[config.mk]
export PLATFORM = sky130hd
export DESIGN_NAME = sseg_display_sched
export DESIGN_NICKNAME = d
export VERILOG_FILES = /design/src/rtl/sseg_display_sched.sv
export SDC_FILE = /design/constraint.sdc
export NUM_CORES = 1
export LEC_CHECK = 0
export ABC_AREA = 1
export CAP_MARGIN = 15
export CORE_ASPECT_RATIO = 1.75
export CORE_MARGIN = 5
export CORE_UTILIZATION = 30
export DETAILED_ROUTE_END_ITERATION = 10
export GPL_TIMING_DRIVEN = 1
export PLACE_DENSITY_LB_ADDON = 0.25
export SETUP_SLACK_MARGIN = 0.5
export SLEW_MARGIN = 20
export SYNTH_ARGS = -nofsm -noshare
export SYNTH_HDL_FRONTEND = slang
export SYNTH_SLANG_ARGS = --single-unit
[constraint.sdc]
create_clock -name clk -period 3.52 [get_ports clk]
set_clock_uncertainty 0.2 [all_clocks]
set_input_delay 0.528 -clock clk [delete_from_list [all_inputs] [get_ports clk]]
set_output_delay 0.528 -clock clk [all_outputs]
set_load 0.005 [all_outputs]
[src/rtl/sseg_display_sched.sv]
// Round-robin scheduler that time-shares a 4-digit active-low seven-segment display between two requesters.
// Optional macro SSEG_SCHED_BLANK_SWITCH_EN inserts one blank frame on every owner handoff.
module sseg_display_sched #(
    parameter int unsigned SCAN_N      = 16,
    parameter int unsigned HOLD_FRAMES = 4
) (
    input  logic       clk,
    input  logic       rst,
    input  logic [1:0] req,
    output logic [1:0] grant,
    input  logic [7:0] a_sseg0,
    input  logic [7:0] a_sseg1,
    input  logic [7:0] a_sseg2,
    input  logic [7:0] a_sseg3,
    input  logic [7:0] b_sseg0,
    input  logic [7:0] b_sseg1,
    input  logic [7:0] b_sseg2,
    input  logic [7:0] b_sseg3,
    output logic [3:0] an,
    output logic [7:0] seg
);

    localparam int unsigned CNT_W = $clog2(HOLD_FRAMES + 1);
    localparam logic [CNT_W-1:0] HOLD_MAX = CNT_W'(HOLD_FRAMES);

    localparam logic [1:0] ST_IDLE = 2'd0;
    localparam logic [1:0] ST_GA   = 2'd1;
    localparam logic [1:0] ST_GB   = 2'd2;
`ifdef SSEG_SCHED_BLANK_SWITCH_EN
    localparam logic [1:0] ST_SW   = 2'd3;
`endif

    logic [SCAN_N-1:0] presc_q, presc_d;
    logic [1:0]        digit_q, digit_d;
    logic [1:0]        state_q, state_d;
    logic              last_q, last_d;
    logic [CNT_W-1:0]  cnt_q, cnt_d;
    logic [1:0]        grant_q, grant_d;
    logic [3:0]        an_q, an_d;
    logic [7:0]        seg_q, seg_d;

    logic              slot_tick, frame_tick;
    logic              owner_b, own_req, oth_req;
    logic [CNT_W-1:0]  cnt_inc;
    logic [7:0]        pat_a, pat_b;

    // Prefer the requester that was not served last; fall back to the previous one.
    function automatic logic [1:0] pick_owner(input logic prev_b, input logic [1:0] r);
        pick_owner = ST_IDLE;
        if (r[!prev_b]) pick_owner = prev_b ? ST_GA : ST_GB;
        else if (r[prev_b]) pick_owner = prev_b ? ST_GB : ST_GA;
    endfunction

    always_comb begin
        pat_a = a_sseg0;
        pat_b = b_sseg0;
        case (digit_q)
            2'd1: begin pat_a = a_sseg1; pat_b = b_sseg1; end
            2'd2: begin pat_a = a_sseg2; pat_b = b_sseg2; end
            2'd3: begin pat_a = a_sseg3; pat_b = b_sseg3; end
            default: ;
        endcase
    end

    always_comb begin
        presc_d    = presc_q + SCAN_N'(1);
        slot_tick  = &presc_q;
        frame_tick = slot_tick && (digit_q == 2'd3);
        digit_d    = slot_tick ? digit_q + 2'd1 : digit_q;

        state_d = state_q;
        last_d  = last_q;
        cnt_d   = cnt_q;
        owner_b = (state_q == ST_GB);
        own_req = req[owner_b];
        oth_req = req[!owner_b];
        cnt_inc = (cnt_q == HOLD_MAX) ? cnt_q : cnt_q + CNT_W'(1);

        // Ownership only moves on frame boundaries so a frame never mixes sources.
        if (frame_tick) begin
            case (state_q)
                ST_IDLE: state_d = pick_owner(last_q, req);
                ST_GA, ST_GB: begin
                    if (!own_req || (oth_req && cnt_inc == HOLD_MAX)) begin
`ifdef SSEG_SCHED_BLANK_SWITCH_EN
                        state_d = oth_req ? ST_SW : ST_IDLE;
`else
                        state_d = pick_owner(owner_b, req);
`endif
                    end else begin
                        cnt_d = cnt_inc;
                    end
                end
`ifdef SSEG_SCHED_BLANK_SWITCH_EN
                ST_SW: state_d = pick_owner(last_q, req);
`endif
                default: state_d = ST_IDLE;
            endcase
        end

        if ((state_d == ST_GA || state_d == ST_GB) && state_d != state_q) begin
            cnt_d  = '0;
            last_d = (state_d == ST_GB);
        end

        grant_d = {state_d == ST_GB, state_d == ST_GA};

        an_d  = 4'hF;
        seg_d = 8'hFF;
        if (state_q == ST_GA) begin
            an_d  = ~(4'b0001 << digit_q);
            seg_d = pat_a;
        end else if (state_q == ST_GB) begin
            an_d  = ~(4'b0001 << digit_q);
            seg_d = pat_b;
        end
    end

    always_ff @(posedge clk or posedge rst) begin
        if (rst) begin
            presc_q <= '0;
            digit_q <= 2'd0;
            state_q <= ST_IDLE;
            last_q  <= 1'b1;
            cnt_q   <= '0;
            grant_q <= 2'b00;
            an_q    <= 4'hF;
            seg_q   <= 8'hFF;
        end else begin
            presc_q <= presc_d;
            digit_q <= digit_d;
            state_q <= state_d;
            last_q  <= last_d;
            cnt_q   <= cnt_d;
            grant_q <= grant_d;
            an_q    <= an_d;
            seg_q   <= seg_d;
        end
    end

    assign grant = grant_q;
    assign an    = an_q;
    assign seg   = seg_q;

endmodule

==> results of run 1 <==
==> per-layer routing <==
| layer | global-route usage [%] | wire, um | up-vias |
|---|---|---|---|
| li1 | - | - | 1092 |
| met2 | 26.02 | 3673 | 58 |
| met4 | 5.162 | 110 | 0 |
| met1 | 16.11 | 2600 | 1029 |
| met5 | 0 | 0 | - |
| met3 | 3.385 | 384 | 6 |
==> registers in the layout, summed over array words and instances (netlist names) <==
name and cells:
grant 2, presc_q 16, seg 8, state_q 2, an 4, cnt_q 3
digit_q 2, last_q 1
==> synth_stat cells, drive strengths merged <==
master	count	area, um2
dfstp	13	341.6
o211ai	1	7.510
buf	2	10.01
nand3	23	140.1
o22ai	8	50.05
xnor2	4	35.03
and2	1	6.260
o21ai	17	85.08
nor3	3	20.02
a21oi	8	40.04
nand4	3	25.02
nand2	87	356.6
clkbuf	10	37.54
a21boi	10	75.07
mux2	1	15.01
xor2	11	96.34
dfrtp	25	625.6
inv	24	92.59
a221oi	8	70.07
ha	14	175.2
nand3b	1	7.510
nor2	7	56.30
==> report_power, final <==
part	switching [mW]	internal, mW
combinational	0.0230	0.0664
clock	0.180	0.425
sequential	0	0.438
==> worst reg2reg max path: cells and delay by family (launching register included) <==
| family | cells | cell delay [ns] |
|---|---|---|
| and+or+nand+nor | 10 | 0.84 |
| buffers and inverters | 4 | 0.53 |
| adders and majority gates | 2 | 0.49 |
| DFF | 1 | 0.43 |
| AOI/OAI and AO/OA | 1 | 0.12 |
==> stage by stage <==
step	cell area, um2	worst slack, ns	utilization [%]	cells
finish	3508	0.8055	44.97	454
global route	3508	0.5605	44.97	454
CTS	3458	0.5601	44.33	450
detailed placement	3259	0.5728	41.78	442
global placement	3259	0.7062	41.78	442
floorplan	2369	1.050	-	281
==> worst paths after layout <==
check                                     start  depth (start not counted)                   end  slack (ns)
setup / recovery           state_q[0]$_DFF_PP0_                         17  cnt_q[2]$_DFFE_PP0P_        0.81
hold / removal             presc_q[0]$_DFF_PP0_                          1  presc_q[0]$_DFF_PP0_        0.25
setup reg to reg           state_q[0]$_DFF_PP0_                         17  cnt_q[2]$_DFFE_PP0P_        0.81
hold reg to reg            presc_q[0]$_DFF_PP0_                          1  presc_q[0]$_DFF_PP0_        0.25
max in group asynchronous                   rst                          3    last_q$_DFFE_PP1P_        2.29
min in group asynchronous                   rst                          3  presc_q[5]$_DFF_PP0_        0.46
==> logic make-up after synthesis <==
group                      count (synthesis)  synth area share (%)
adders and majority gates                 14                 7.396
DFF                                       38                 40.83
AOI/OAI and AO/OA                         52                 13.84
muxes                                      1                0.6337
xor gates and xnor gates                  15                 5.546
buffers and inverters                     36                 5.917
and+or+nand+nor                          125                 25.83
==> layout by cell type (no fill, tap or decap), types with 9 or more instances in the layout <==
cell	instances
nand2_1	77
dfstp_2	13
dfrtp_1	25
nand2_2	9
xor2_1	11
clkdlybuf4s50_1	81
o21ai_0	15
ha_1	13
inv_1	22
nand3_1	21
==> repair_timing <==
item,CTS,global route
hold buffers,0,0
endpoints found under the hold margin,0,0
setup endpoints to repair,0,4
resized for setup,0,4
setup buffers,0,4
==> final cells by class <==
type,instances,area [um2]
Timing Repair Buffer,87,855.8
Sequential cell,38,967.2
Tap cell,90,112.6
Clock inverter,2,60.06
Inverter,24,96.34
Clock buffer,6,138.9
Multi-Input combinational cell,207,1277
Fill cell,771,4293
==> metrics.cfg, run 1 <==
[run_status]
status=finished, final reports clean

[worst_setup_path]
required_ns=3.49
crit_chain=inv_1 > ha_4 > clkinvlp_4 > nand2_1 > nand2_1 > nand2_1 > o21ai_1 > nand2_1 > nand3_1 > nand2_1 > nand2_1 > nand2_2 > inv_1 > ha_1 > inv_1 > nand2_2 > and2_1
crit_fanout=7
crit_top_cell=nand2_1
cp.arrival_ns=2.69
slowest_delay_ns=0.43
path_buf_inv=4
crit_family=simple AND/OR/NAND/NOR gates
crit_type=reg2reg
crit_path_end_kind=register
start_kind=register
critPathSlowestCell=dfrtp_1

[cells_and_area]
final_nets=445
area_delta_synth_final_pct=48.12
drive_gt1_share_pct=13.74
n_antenna_cell=0

[timing]
hold-worst-slack_ns=0.2531
worst_slew_pin_slew_ns=0.7911
maxSlewViolCount=0
setup_viol=0
period_needed_ns=2.715
fin_crit_sh_pct=77.12
hold_viol=0
rsz0062_at_grt=no
tns_ns=0
relSlewSlack_pct=47.26
fmax_ghz=0.3684

[route]
via_count=2185
drt-vias-per-instance=4.813
dr.pass1.iters=4
wl_mm=6.768
antenna_left=0
route.detailed.drc=0
drtIter0Drc=100
wl_per_cell_um=14.91

[synth]
ys_seq_area_share_pct=40.83
synth-warning-count=0
synth.avg_cell_area_um2=8.429
netlist_area_um2=2369
syn_inst=281
ys_types=31
ys_ff_latch=38
syn_nets=363

[cts]
clk_pin_slew_ns=0.06
clk_path_buf_depth=2
cts_sinks=38
clock_latency_ns=0.29
cts_tree=yes
cts_buffers=5
root_buffer=clkbuf_16
htreeDepth=2

[global_routing]
overflow=0
grt_first_pass_wirelength_mm=11.22
grt_max_degree=39
antenna_found_initial=0
grt.total_usage_pct=14.37
grt_pass1_vias=2325

[floorplanning]
dieWidth_um=77.17
die_area_um2=9842
coreArea_um2=7801
placementRows=43
initial_core_util_pct=30.36
num_io_pins=82
die_h_um=127.5

[power_and_ir_drop]
ir_drop_mv=0.2138
p_leak_nw=1.511
power_density_nw_per_um2=322.8
p_total_mw=1.132

[place]
routabilityCongestion=0.8243
post-dp-hpwl_mm=5.244
portBuffers=81

[flow_run]
cap_violations=0

[worst_hold_path]
hold_path.class=reg2reg

Power figures use the tool's default switching activity.
==> run 2, diff against run 1 <==
==> constraint.sdc (replaced) <==
create_clock -name clk -period 2.75 [get_ports clk]
set_clock_uncertainty 0.2 [all_clocks]
set_input_delay 0.4125 -clock clk [delete_from_list [all_inputs] [get_ports clk]]
set_output_delay 0.4125 -clock clk [all_outputs]
set_load 0.005 [all_outputs]
==> run 2 against run 1 <==
Net effect:
- via count up 5.4%
- maximum frequency grew 18%
- die area is the same
- first-iteration DRC count up 12%
- power rose by 11%
- critical path depth is 1 lower
- final cell count increased by 4.8%
- clock power is 3.6% lower
- wire length up 5.1%
- clock-buffer cell count is the same
- highest routed layer unchanged
==> metrics.cfg, run 2 (same netlist as run 1, synthesis figures left out) <==
[worst_setup_path]
crit_fanout=4  ; was 7
path_buf_inv=2  ; was 4
crit_path_end_kind=register  ; unchanged
crit_chain=ha_2 > nand2_2 > nor2_4 > nand3_4 > nor2_4 > nand3_4 > nor2_4 > nand2_4 > nor2_4 > nand2_2 > nand2_2 > inv_2 > ha_4 > inv_4 > nand2_4 > and2_1  ; was inv_1 > ha_4 > clkinvlp_4 > nand2_1 > nand2_1 > nand2_1 > o21ai_1 > nand2_1 > nand3_1 > nand2_1 > nand2_1 > nand2_2 > inv_1 > ha_1 > inv_1 > nand2_2 > and2_1
critPathSlowestCell=dfrtp_1  ; unchanged
cp.arrival_ns=2.28  ; was 2.69 ns
crit_type=reg2reg  ; unchanged
slowest_delay_ns=0.37  ; was 0.43 ns
crit_top_cell=nor2_4  ; was nand2_1
start_kind=register  ; unchanged
required_ns=2.73  ; was 3.49 ns
crit_family=simple AND/OR/NAND/NOR gates  ; unchanged

[route]
dr.pass1.iters=4  ; unchanged
drtIter0Drc=112  ; was 100
antenna_left=0  ; unchanged
route.detailed.drc=0  ; unchanged
wl_per_cell_um=14.94  ; was 14.91 um
drt-vias-per-instance=4.840  ; was 4.813
via_count=2304  ; was 2,185
wl_mm=7.111  ; was 6.768 mm

[power_and_ir_drop]
p_total_mw=1.261  ; was 1.132 mW
p_seq_share_pct=44.4  ; was 38.7%
p_leak_nw=1.592  ; was 1.511 nW
power_frac_comb_pct=9.4  ; was 7.9%
clkPwrFrac_pct=46.2  ; was 53.5%
power.internal_mw=1.006  ; was 0.9295 mW
ir_drop_mv=0.2232  ; was 0.2138 mV
p_switching_mw=0.2557  ; was 0.2029 mW
power_density_nw_per_um2=336.6  ; was 322.8 nW/um2
swShare_pct=20.27  ; was 17.92%

[floorplanning]
placementRows=43  ; unchanged
coreArea_um2=7801  ; unchanged
die_h_um=127.5  ; unchanged
dieWidth_um=77.17  ; unchanged
initial_core_util_pct=30.36  ; unchanged
num_io_pins=82  ; unchanged
die_area_um2=9842  ; unchanged

[place]
routabilityCongestion=0.8412  ; was 0.8243
post-dp-hpwl_mm=5.203  ; was 5.244 mm
placed_cells=443  ; was 442
placed_area_um2=3287  ; was 3259 um2
portBuffers=81  ; unchanged

[cts]
cts_sinks=38  ; unchanged
cts_tree=yes  ; unchanged
clk_pin_slew_ns=0.06  ; about the same
clock_latency_ns=0.29  ; about the same
clk_path_buf_depth=2  ; unchanged
cts_hold_buf=0  ; unchanged
cts_buffers=5  ; unchanged
root_buffer=clkbuf_16  ; unchanged
htreeDepth=2  ; unchanged

[worst_hold_path]
hold_path.class=reg2reg  ; unchanged

[global_routing]
grt.total_usage_pct=14.66  ; was 14.37%
overflow=0  ; unchanged
antenna_found_initial=0  ; unchanged
use_met2_pct=25.37  ; was 26.02%
met3_usage_pct=4.654  ; was 3.385%
grt_busiest_layer=met2  ; unchanged
grt_max_degree=39  ; unchanged
grt_pass1_vias=2318  ; was 2,325
grt_first_pass_wirelength_mm=11.43  ; was 11.22 mm
met1_usage_pct=16.23  ; was 16.11%

[timing]
maxSlewViolCount=0  ; unchanged
rsz0062_at_grt=yes  ; was no
period_needed_ns=2.304  ; was 2.715 ns
tns_ns=0  ; unchanged
hold_viol=0  ; unchanged
setup_viol=0  ; unchanged
fmax_ghz=0.4341  ; was 0.3684 GHz
hold-worst-slack_ns=0.2880  ; was 0.2531 ns
worst_slew_pin_slew_ns=0.6992  ; was 0.7911 ns
relSlewSlack_pct=53.39  ; was 47.26%
fin_crit_sh_pct=83.76  ; was 77.12%

[run_status]
status=finished, final reports clean  ; unchanged

[cells_and_area]
n_antenna_cell=0  ; unchanged
final_cell_area_um2=3747  ; was 3508 um2
final_nets=467  ; was 445
top_register=presc_q  ; unchanged
final_common_cell=clkdlybuf4s50_1  ; unchanged
final_cell_mix=81 x clkdlybuf4s50_1, 64 x nand2_1, 25 x buf_4, 23 x dfrtp_1, 20 x nand3_1  ; was 81 x clkdlybuf4s50_1, 77 x nand2_1, 25 x dfrtp_1, 22 x inv_1, 21 x nand3_1
area_delta_synth_final_pct=58.21  ; was 48.12%
drive_gt1_share_pct=26.68  ; was 13.74%
fillCellCount=741  ; was 771
post_layout_nonfiller_instances=476  ; was 454
largest_reg_flops=16  ; unchanged

[flow_run]
cap_violations=0  ; unchanged

run 2: changes by cell type in the layout (fill, tap and decap cells not counted), sizes merged:
cell      change
clkinv        +1
clkinvlp      +2
bufinv        -2
buf          +21
run 2: power by group through the flow:
stage	combinational, mW	clock [mW]	sequential [mW]
after floorplan	0.0138	0	0.570
after global placement	0.116	0	0.570
after detailed placement	0.117	0	0.570
after CTS	0.119	0.606	0.560
after global routing	0.128	0.632	0.560
final	0.118	0.583	0.560
run 2: timing repair:
item / 4_1_cts / 5_1_grt
gates resized for setup: 7 / 32
setup buffers: 11 / 13
cloned: 0 / 1
setup endpoints to repair: 6 / 13
pin swaps: 9 / 21
run 2: per-stage QoR:
step	setup slack (ns)	utilization [%]
6_report	0.4465	48.04
4_1_cts	0.3354	45.50
2_1_floorplan	0.4196	-
3_5_place_dp	0.1150	42.13
3_3_place_gp	0.1898	42.13
5_1_grt	0.3277	48.04
run 2: final cells by class:
| cell class | instances | area, um2 | area share (%) |
|---|---|---|---|
| clock buffer | 6 | 138.9 | 3.706 |
| clock inverter | 2 | 12.51 | 0.3339 |
| inverter | 24 | 103.9 | 2.771 |
| multi-input combinational | 207 | 1381 | 36.86 |
| sequential | 38 | 969.7 | 25.88 |
| tap | 90 | 112.6 | 3.005 |
| timing repair buffer | 108 | 1021 | 27.25 |
| timing repair inverter | 1 | 7.507 | 0.2003 |
run 2: worst paths after layout:
check / startpoint / end / slack (ns) / cells past startpoint
setup / recovery: presc_q[0]$_DFF_PP0_ / cnt_q[2]$_DFFE_PP0P_ / 0.45 / 16
hold / removal: presc_q[15]$_DFF_PP0_ / presc_q[15]$_DFF_PP0_ / 0.29 / 1
setup reg to reg: presc_q[0]$_DFF_PP0_ / cnt_q[2]$_DFFE_PP0P_ / 0.45 / 16
hold reg to reg: presc_q[15]$_DFF_PP0_ / presc_q[15]$_DFF_PP0_ / 0.29 / 1
max in group asynchronous: rst / state_q[1]$_DFF_PP0_ / 1.64 / 3
min in group asynchronous: rst / presc_q[1]$_DFF_PP0_ / 0.35 / 3
run 2: routing by layer:
layer,up-vias,wire (um)
met1,1069,2659
met3,16,486
li1,1143,-
met2,76,3773
met4,0,191
met5,-,0
